`src/rtl/regfile_write_queue_if.sv`:
```
// Handshake and register-file write bundle for regfile_write_queue.
// master = request source / consumer side, slave = the queue itself.
interface regfile_write_queue_if #(
  parameter int unsigned DEPTH  = 4,
  parameter int unsigned DATA_W = 32,
  parameter int unsigned ADDR_W = 3
);
  localparam int unsigned CntW = $clog2(DEPTH) + 1;

  logic              mem_valid;
  logic [ADDR_W-1:0] mem_addr;
  logic [DATA_W-1:0] mem_data;
  logic              mem_ready;
  logic              alu_valid;
  logic [ADDR_W-1:0] alu_addr;
  logic [DATA_W-1:0] alu_data;
  logic              alu_ready;
  logic              wr_en;
  logic [ADDR_W-1:0] wr_addr;
  logic [DATA_W-1:0] wr_data;
  logic [ADDR_W-1:0] q_addr;
  logic              q_hit;
  logic [DATA_W-1:0] q_data;
  logic [CntW-1:0]   count;

  modport master (
    output mem_valid, mem_addr, mem_data, alu_valid, alu_addr, alu_data, q_addr,
    input  mem_ready, alu_ready, wr_en, wr_addr, wr_data, q_hit, q_data, count
  );

  modport slave (
    input  mem_valid, mem_addr, mem_data, alu_valid, alu_addr, alu_data, q_addr,
    output mem_ready, alu_ready, wr_en, wr_addr, wr_data, q_hit, q_data, count
  );
endinterface

```
`src/rtl/regfile_write_queue.sv`:
```
// Write-back queue owning the register file write port: MEM/ALU pushes, one retire per cycle.
// Define WBQ_BYPASS_EN to enable the queued-value lookup port (q_hit/q_data).
module regfile_write_queue #(
  parameter int unsigned DEPTH  = 4,
  parameter int unsigned DATA_W = 32,
  parameter int unsigned ADDR_W = 3
) (
  input logic                  clk,
  input logic                  rst,
  regfile_write_queue_if.slave bus
);
  localparam int unsigned PtrW = $clog2(DEPTH);
  localparam int unsigned CntW = PtrW + 1;

  logic [ADDR_W-1:0] addr_q [DEPTH];
  logic [DATA_W-1:0] data_q [DEPTH];
  logic [PtrW-1:0]   head_q, tail_q, tail_alu;
  logic [CntW-1:0]   count_q;
  logic              push_mem, push_alu, pop;

  // Readies depend only on registered occupancy, never on this cycle's pop.
  assign bus.mem_ready = count_q < CntW'(DEPTH);
  assign bus.alu_ready = (count_q <= CntW'(DEPTH - 2)) ||
                         (!bus.mem_valid && (count_q < CntW'(DEPTH)));

  assign push_mem = bus.mem_valid && bus.mem_ready;
  assign push_alu = bus.alu_valid && bus.alu_ready;
  assign pop      = count_q != '0;
  assign tail_alu = tail_q + PtrW'(push_mem);

  assign bus.wr_en   = pop;
  assign bus.wr_addr = addr_q[head_q];
  assign bus.wr_data = data_q[head_q];
  assign bus.count   = count_q;

  always_ff @(posedge clk) begin
    if (rst) begin
      head_q  <= '0;
      tail_q  <= '0;
      count_q <= '0;
      for (int i = 0; i < DEPTH; i++) begin
        addr_q[i] <= '0;
        data_q[i] <= '0;
      end
    end else begin
      if (push_mem) begin
        addr_q[tail_q] <= bus.mem_addr;
        data_q[tail_q] <= bus.mem_data;
      end
      if (push_alu) begin
        addr_q[tail_alu] <= bus.alu_addr;
        data_q[tail_alu] <= bus.alu_data;
      end
      head_q  <= head_q + PtrW'(pop);
      tail_q  <= tail_alu + PtrW'(push_alu);
      count_q <= count_q + CntW'(push_mem) + CntW'(push_alu) - CntW'(pop);
    end
  end

`ifdef WBQ_BYPASS_EN
  logic [PtrW-1:0] scan_idx;

  // Walk oldest to youngest so the last match (closest to tail) wins.
  always_comb begin
    bus.q_hit  = 1'b0;
    bus.q_data = '0;
    scan_idx   = '0;
    for (int i = 0; i < DEPTH; i++) begin
      scan_idx = head_q + PtrW'(i);
      if ((CntW'(i) < count_q) && (addr_q[scan_idx] == bus.q_addr)) begin
        bus.q_hit  = 1'b1;
        bus.q_data = data_q[scan_idx];
      end
    end
  end
`else
  assign bus.q_hit  = 1'b0;
  assign bus.q_data = '0;
`endif

endmodule

```
`src/flat_wrapper.sv`:
```
// flat-port wrapper written by rule: the top's interface ports become plain ports
module regfile_write_queue_flat 
#(
  parameter int unsigned DEPTH  = 4,
  parameter int unsigned DATA_W = 32,
  parameter int unsigned ADDR_W = 3
)
  (clk, rst, bus_mem_valid, bus_mem_addr, bus_mem_data, bus_alu_valid, bus_alu_addr, bus_alu_data, bus_q_addr, bus_mem_ready, bus_alu_ready, bus_wr_en, bus_wr_addr, bus_wr_data, bus_q_hit, bus_q_data, bus_count);
  regfile_write_queue_if #(.DEPTH(DEPTH), .DATA_W(DATA_W), .ADDR_W(ADDR_W)) bus_i ();
  input logic clk;
  input logic rst;
  input wire logic [$bits(bus_i.mem_valid)-1:0] bus_mem_valid;
  input wire logic [$bits(bus_i.mem_addr)-1:0] bus_mem_addr;
  input wire logic [$bits(bus_i.mem_data)-1:0] bus_mem_data;
  input wire logic [$bits(bus_i.alu_valid)-1:0] bus_alu_valid;
  input wire logic [$bits(bus_i.alu_addr)-1:0] bus_alu_addr;
  input wire logic [$bits(bus_i.alu_data)-1:0] bus_alu_data;
  input wire logic [$bits(bus_i.q_addr)-1:0] bus_q_addr;
  output wire logic [$bits(bus_i.mem_ready)-1:0] bus_mem_ready;
  output wire logic [$bits(bus_i.alu_ready)-1:0] bus_alu_ready;
  output wire logic [$bits(bus_i.wr_en)-1:0] bus_wr_en;
  output wire logic [$bits(bus_i.wr_addr)-1:0] bus_wr_addr;
  output wire logic [$bits(bus_i.wr_data)-1:0] bus_wr_data;
  output wire logic [$bits(bus_i.q_hit)-1:0] bus_q_hit;
  output wire logic [$bits(bus_i.q_data)-1:0] bus_q_data;
  output wire logic [$bits(bus_i.count)-1:0] bus_count;
  assign bus_i.mem_valid = bus_mem_valid;
  assign bus_i.mem_addr = bus_mem_addr;
  assign bus_i.mem_data = bus_mem_data;
  assign bus_i.alu_valid = bus_alu_valid;
  assign bus_i.alu_addr = bus_alu_addr;
  assign bus_i.alu_data = bus_alu_data;
  assign bus_i.q_addr = bus_q_addr;
  assign bus_mem_ready = bus_i.mem_ready;
  assign bus_alu_ready = bus_i.alu_ready;
  assign bus_wr_en = bus_i.wr_en;
  assign bus_wr_addr = bus_i.wr_addr;
  assign bus_wr_data = bus_i.wr_data;
  assign bus_q_hit = bus_i.q_hit;
  assign bus_q_data = bus_i.q_data;
  assign bus_count = bus_i.count;
  regfile_write_queue #(.DEPTH(DEPTH), .DATA_W(DATA_W), .ADDR_W(ADDR_W)) u_core (.clk(clk), .rst(rst), .bus(bus_i));
endmodule
```
`config.mk`:
```
export PLATFORM = sky130hd
export DESIGN_NAME = regfile_write_queue_flat
export DESIGN_NICKNAME = d
export VERILOG_FILES = /design/src/rtl/regfile_write_queue_if.sv /design/src/rtl/regfile_write_queue.sv /design/src/flat_wrapper.sv
export SDC_FILE = /design/constraint.sdc
export NUM_CORES = 1
export LEC_CHECK = 0
export BUFFER_PORTS_ARGS = -buffer_cell sky130_fd_sc_hd__buf_2
export CAP_MARGIN = 20
export CELL_PAD_IN_SITES_DETAIL_PLACEMENT = 1
export CELL_PAD_IN_SITES_GLOBAL_PLACEMENT = 1
export CORE_MARGIN = 8
export CORE_UTILIZATION = 46
export DETAILED_ROUTE_END_ITERATION = 10
export PLACE_DENSITY = 0.91
export SYNTH_ARGS = -nofsm -noshare
export SYNTH_HDL_FRONTEND = slang
export SYNTH_SLANG_ARGS = --single-unit
export TNS_END_PERCENT = 10
```
`constraint.sdc`:
```
create_clock -name clk -period 4.1 [get_ports clk]
set_input_delay 0.615 -clock clk [delete_from_list [all_inputs] [get_ports clk]]
set_output_delay 0.615 -clock clk [all_outputs]
set_load 0.02 [all_outputs]
```
==> results.py <==
metrics = {
    "run_status": {
        "status": "finished clean",
    },
    "finish": {
        "drive_above_1_share": 0.287,
        "fin_cells": 980,
        "nets": 820,
        "finish.utilization": 0.540,
        "syn_to_final_growth_pct": 16.1,
        "fillers": 1781,
    },
    "sta": {
        "fin_ws_ps": 1150,
        "max_slew_margin": 0.240,
        "fmax_mhz": 339,
        "worstMarginPinSlew_ps": 1140,
        "skew_ps": 6.95,
        "finalSetupViolCount": 0,
        "finalCriticalPeriod_ps": 2950,
        "fin_crit_sh": 0.718,
        "rsz0062_at_grt": "false",
        "hold_viol_final": 0,
        "final_max_slew_viol_count": 0,
        "setup_tns_ps": 0,
        "holdWs_ps": 550,
    },
    "placement": {
        "io_buffers": 114,
        "dp_cells": 946,
        "dpl_worst_slack_ps": 966,
        "place.gp.congestion": 0.758,
        "dpl.hpwl_mm": 15.2,
    },
    "synth": {
        "synth_cells": 637,
        "synthMuxAreaShare": 0.264,
        "synth_compound_area_frac": 0.00994,
        "synth_adder_area_share": 0.0124,
        "syn_area_per_cell_um2": 13.0,
        "yosys.area.top_type": "edfxtp_1",
        "synth_seq_cells": 147,
        "yosysWarnings": 0,
        "yosys-top-cells-count": "140 x edfxtp_1, 140 x mux2i_1, 106 x nand3_1",
        "synth_seq_area_share": 0.523,
        "synth_area_leaders": "edfxtp_1 51%, mux2i_1 17%, mux4_2 9.5%",
        "synth_flop_cell": "edfxtp_1",
        "synth_top_family_by_area": "multiplexers",
        "synth_xor_area_frac": 0.00618,
        "synth_edf_count": 140,
        "synthesis.area_um2": 8300,
        "synth-simple-area-share": 0.0927,
        "async_flop_share": 0,
        "yosysTopAreaCellShare": 0.506,
        "ys_types": 29,
    },
    "floorplan": {
        "dieHeight_um": 150,
        "die_area_um2": 22600,
        "die_x_um": 150,
        "core_area_um2": 17800,
        "placementRows": 49,
        "initial_core_util": 0.465,
        "io_pins": 151,
    },
    "setup_path": {
        "crit_path_end": "u_core.data_q[3][28]",
        "crit_chain": "inv_1, nand2_1, inv_1, ha_1, nor2b_1, o2111ai_4, buf_4, mux2i_1",
        "worst-path-buf-inv": 3,
        "worst-path-max-fanout": 19,
        "path_depth": 8,
        "cp.required_ps": 4270,
        "worstSetupPathType": "reg -> reg",
        "crit_family": "buffers and inverters",
        "rrSetupSlack_ps": 1150,
        "critPathCaptureType": "flip-flop",
        "worstReg2RegEnd": "u_core.data_q[3][28]",
        "cp-startpoint": "u_core.bus.count[2]",
        "cp_slowest_stage_delay_ps": 590,
        "arrival_ps": 3110,
        "worst_path_most_repeated_cell": "inv_1",
        "critPathLaunchType": "flip-flop",
        "worst_r2r_path_depth": 8,
        "slowest_stage": "o2111ai_4",
        "rr_startpoint": "u_core.bus.count[2]",
    },
    "pwr": {
        "leakagePower_uw": 0.00460,
        "swShare": 0.348,
        "p_int_uw": 4160,
        "pwr-share-seq": 0.365,
        "ir_drop_v": 0.000392,
        "combinationalPowerShare": 0.348,
        "p_sw_uw": 2220,
        "power.density_nw_per_um2": 662,
        "power_frac_clock": 0.287,
    },
    "worst_hold_path": {
        "min_path_cells": 2,
        "min_path_type": "in -> reg",
    },
    "clocking": {
        "clk_latency_ps": 430,
        "htreeDepth": 4,
        "cts_root_buffer": "clkbuf_16",
        "postCtsHoldBufs": 0,
        "cts_buffers": 17,
        "clk_pin_slew_ps": 60,
        "cts_resized": 0,
        "postCtsSetupBuffers": 0,
        "cts_tree": "done",
        "cts.sinks": 147,
        "clockBufferDepth": 2,
    },
    "drt": {
        "wl_mm": 24.5,
        "dr.pass1.iters": 4,
        "drc": 0,
        "drtAntennaViolNets": 0,
        "detail_route.wl_per_cell_um": 25.0,
        "vias": 5774,
        "drt-initial-drc-count": 442,
        "viasPerCell": 5.89,
    },
    "grt": {
        "grt_pass1_vias": 6551,
        "grt_max_degree": 71,
        "grt_util_all_layers": 0.221,
        "antenna_found_initial": 2,
        "grt_pass1_wl_mm": 37.3,
        "grt_overflow": 0,
    },
    "flow_run": {
        "drv_cap": 0,
    },
}
[cells in the final DEF (no fill, tap or decap), types with 4 or more instances in the layout]
| master | n |
|---|---|
| a21oi_1 | 4 |
| buf_2 | 114 |
| buf_4 | 19 |
| bufinv_16 | 7 |
| clkbuf_16 | 17 |
| conb_1 | 33 |
| dfxtp_1 | 4 |
| edfxtp_1 | 140 |
| ha_1 | 5 |
| inv_1 | 42 |
| mux2i_1 | 140 |
| mux4_2 | 35 |
| nand2_1 | 36 |
| nand3_1 | 106 |
| nor2_1 | 5 |
| nor2b_1 | 6 |
| o2111ai_4 | 4 |
| xnor2_1 | 4 |
[worst min path at each step]
stage,start,to,slack (ps)
after floorplan,u_core.head_q[0],u_core.head_q[0],540
after global placement,u_core.bus.count[0],u_core.bus.count[0],660
after detailed placement,u_core.bus.count[1],u_core.bus.count[2],670
after CTS,rst,u_core.bus.count[2],540
after global routing,rst,u_core.bus.count[2],550
final,rst,u_core.bus.count[2],550
[power by group through the flow]
stage / Combinational [uW] / Sequential [uW] / Clock (uW)
after floorplan: 1610 / 2190 / 0
after global placement: 2170 / 2320 / 0
after detailed placement: 2220 / 2360 / 0
after CTS: 2230 / 2330 / 1840
after global routing: 2350 / 2360 / 1890
final: 2220 / 2330 / 1830
[through the flow]
| step | power (uW) | cell area, um^2 |
|---|---|---|
| after floorplan | 3800 | 8420 |
| after detailed placement | 4580 | 8940 |
| final | 6380 | 9640 |
| after global placement | 4480 | 8940 |
| after global routing | 6610 | 9640 |
| after CTS | 6410 | 9630 |
[layer usage]
| metal | global-route usage | vias up | part of all wire |
|---|---|---|---|
| li1 | - | 2498 | - |
| met1 | 0.256 | 3005 | 0.40 |
| met3 | 0.0541 | 49 | 0.058 |
| met2 | 0.384 | 220 | 0.52 |
| met5 | 0 | - | 0.00033 |
| met4 | 0.0915 | 2 | 0.023 |
[kinds of logic (layout without fill, tap and decap cells)]
group | Yosys count | in the layout
adders and majority gates | 7 | 7
buffers and inverters | 129 | 209
other | 1 | 35
AOI/OAI and AO/OA | 12 | 12
DFF | 147 | 147
xor gates and xnor gates | 5 | 5
muxes | 175 | 175
and+or+nand+nor | 161 | 161
[cell type report]
| class | count | area [um^2] | share of cell area |
|---|---|---|---|
| Sequential cell | 147 | 4350 | 0.451 |
| Multi-Input combinational cell | 393 | 3420 | 0.354 |
| Timing Repair Buffer | 134 | 733 | 0.0761 |
| Clock buffer | 18 | 429 | 0.0445 |
| Tap cell | 229 | 287 | 0.0297 |
| Clock inverter | 14 | 259 | 0.0269 |
| Inverter | 43 | 161 | 0.0167 |
| Antenna cell | 2 | 5.00 | 0.000519 |
[registers in the layout, indices dropped and copies added, names as in the netlist]
name	count
u_core.addr_q	12
u_core.bus.count	3
u_core.data_q	128
u_core.head_q	2
u_core.tail_q	2
(Power assumes the default switching activity.)
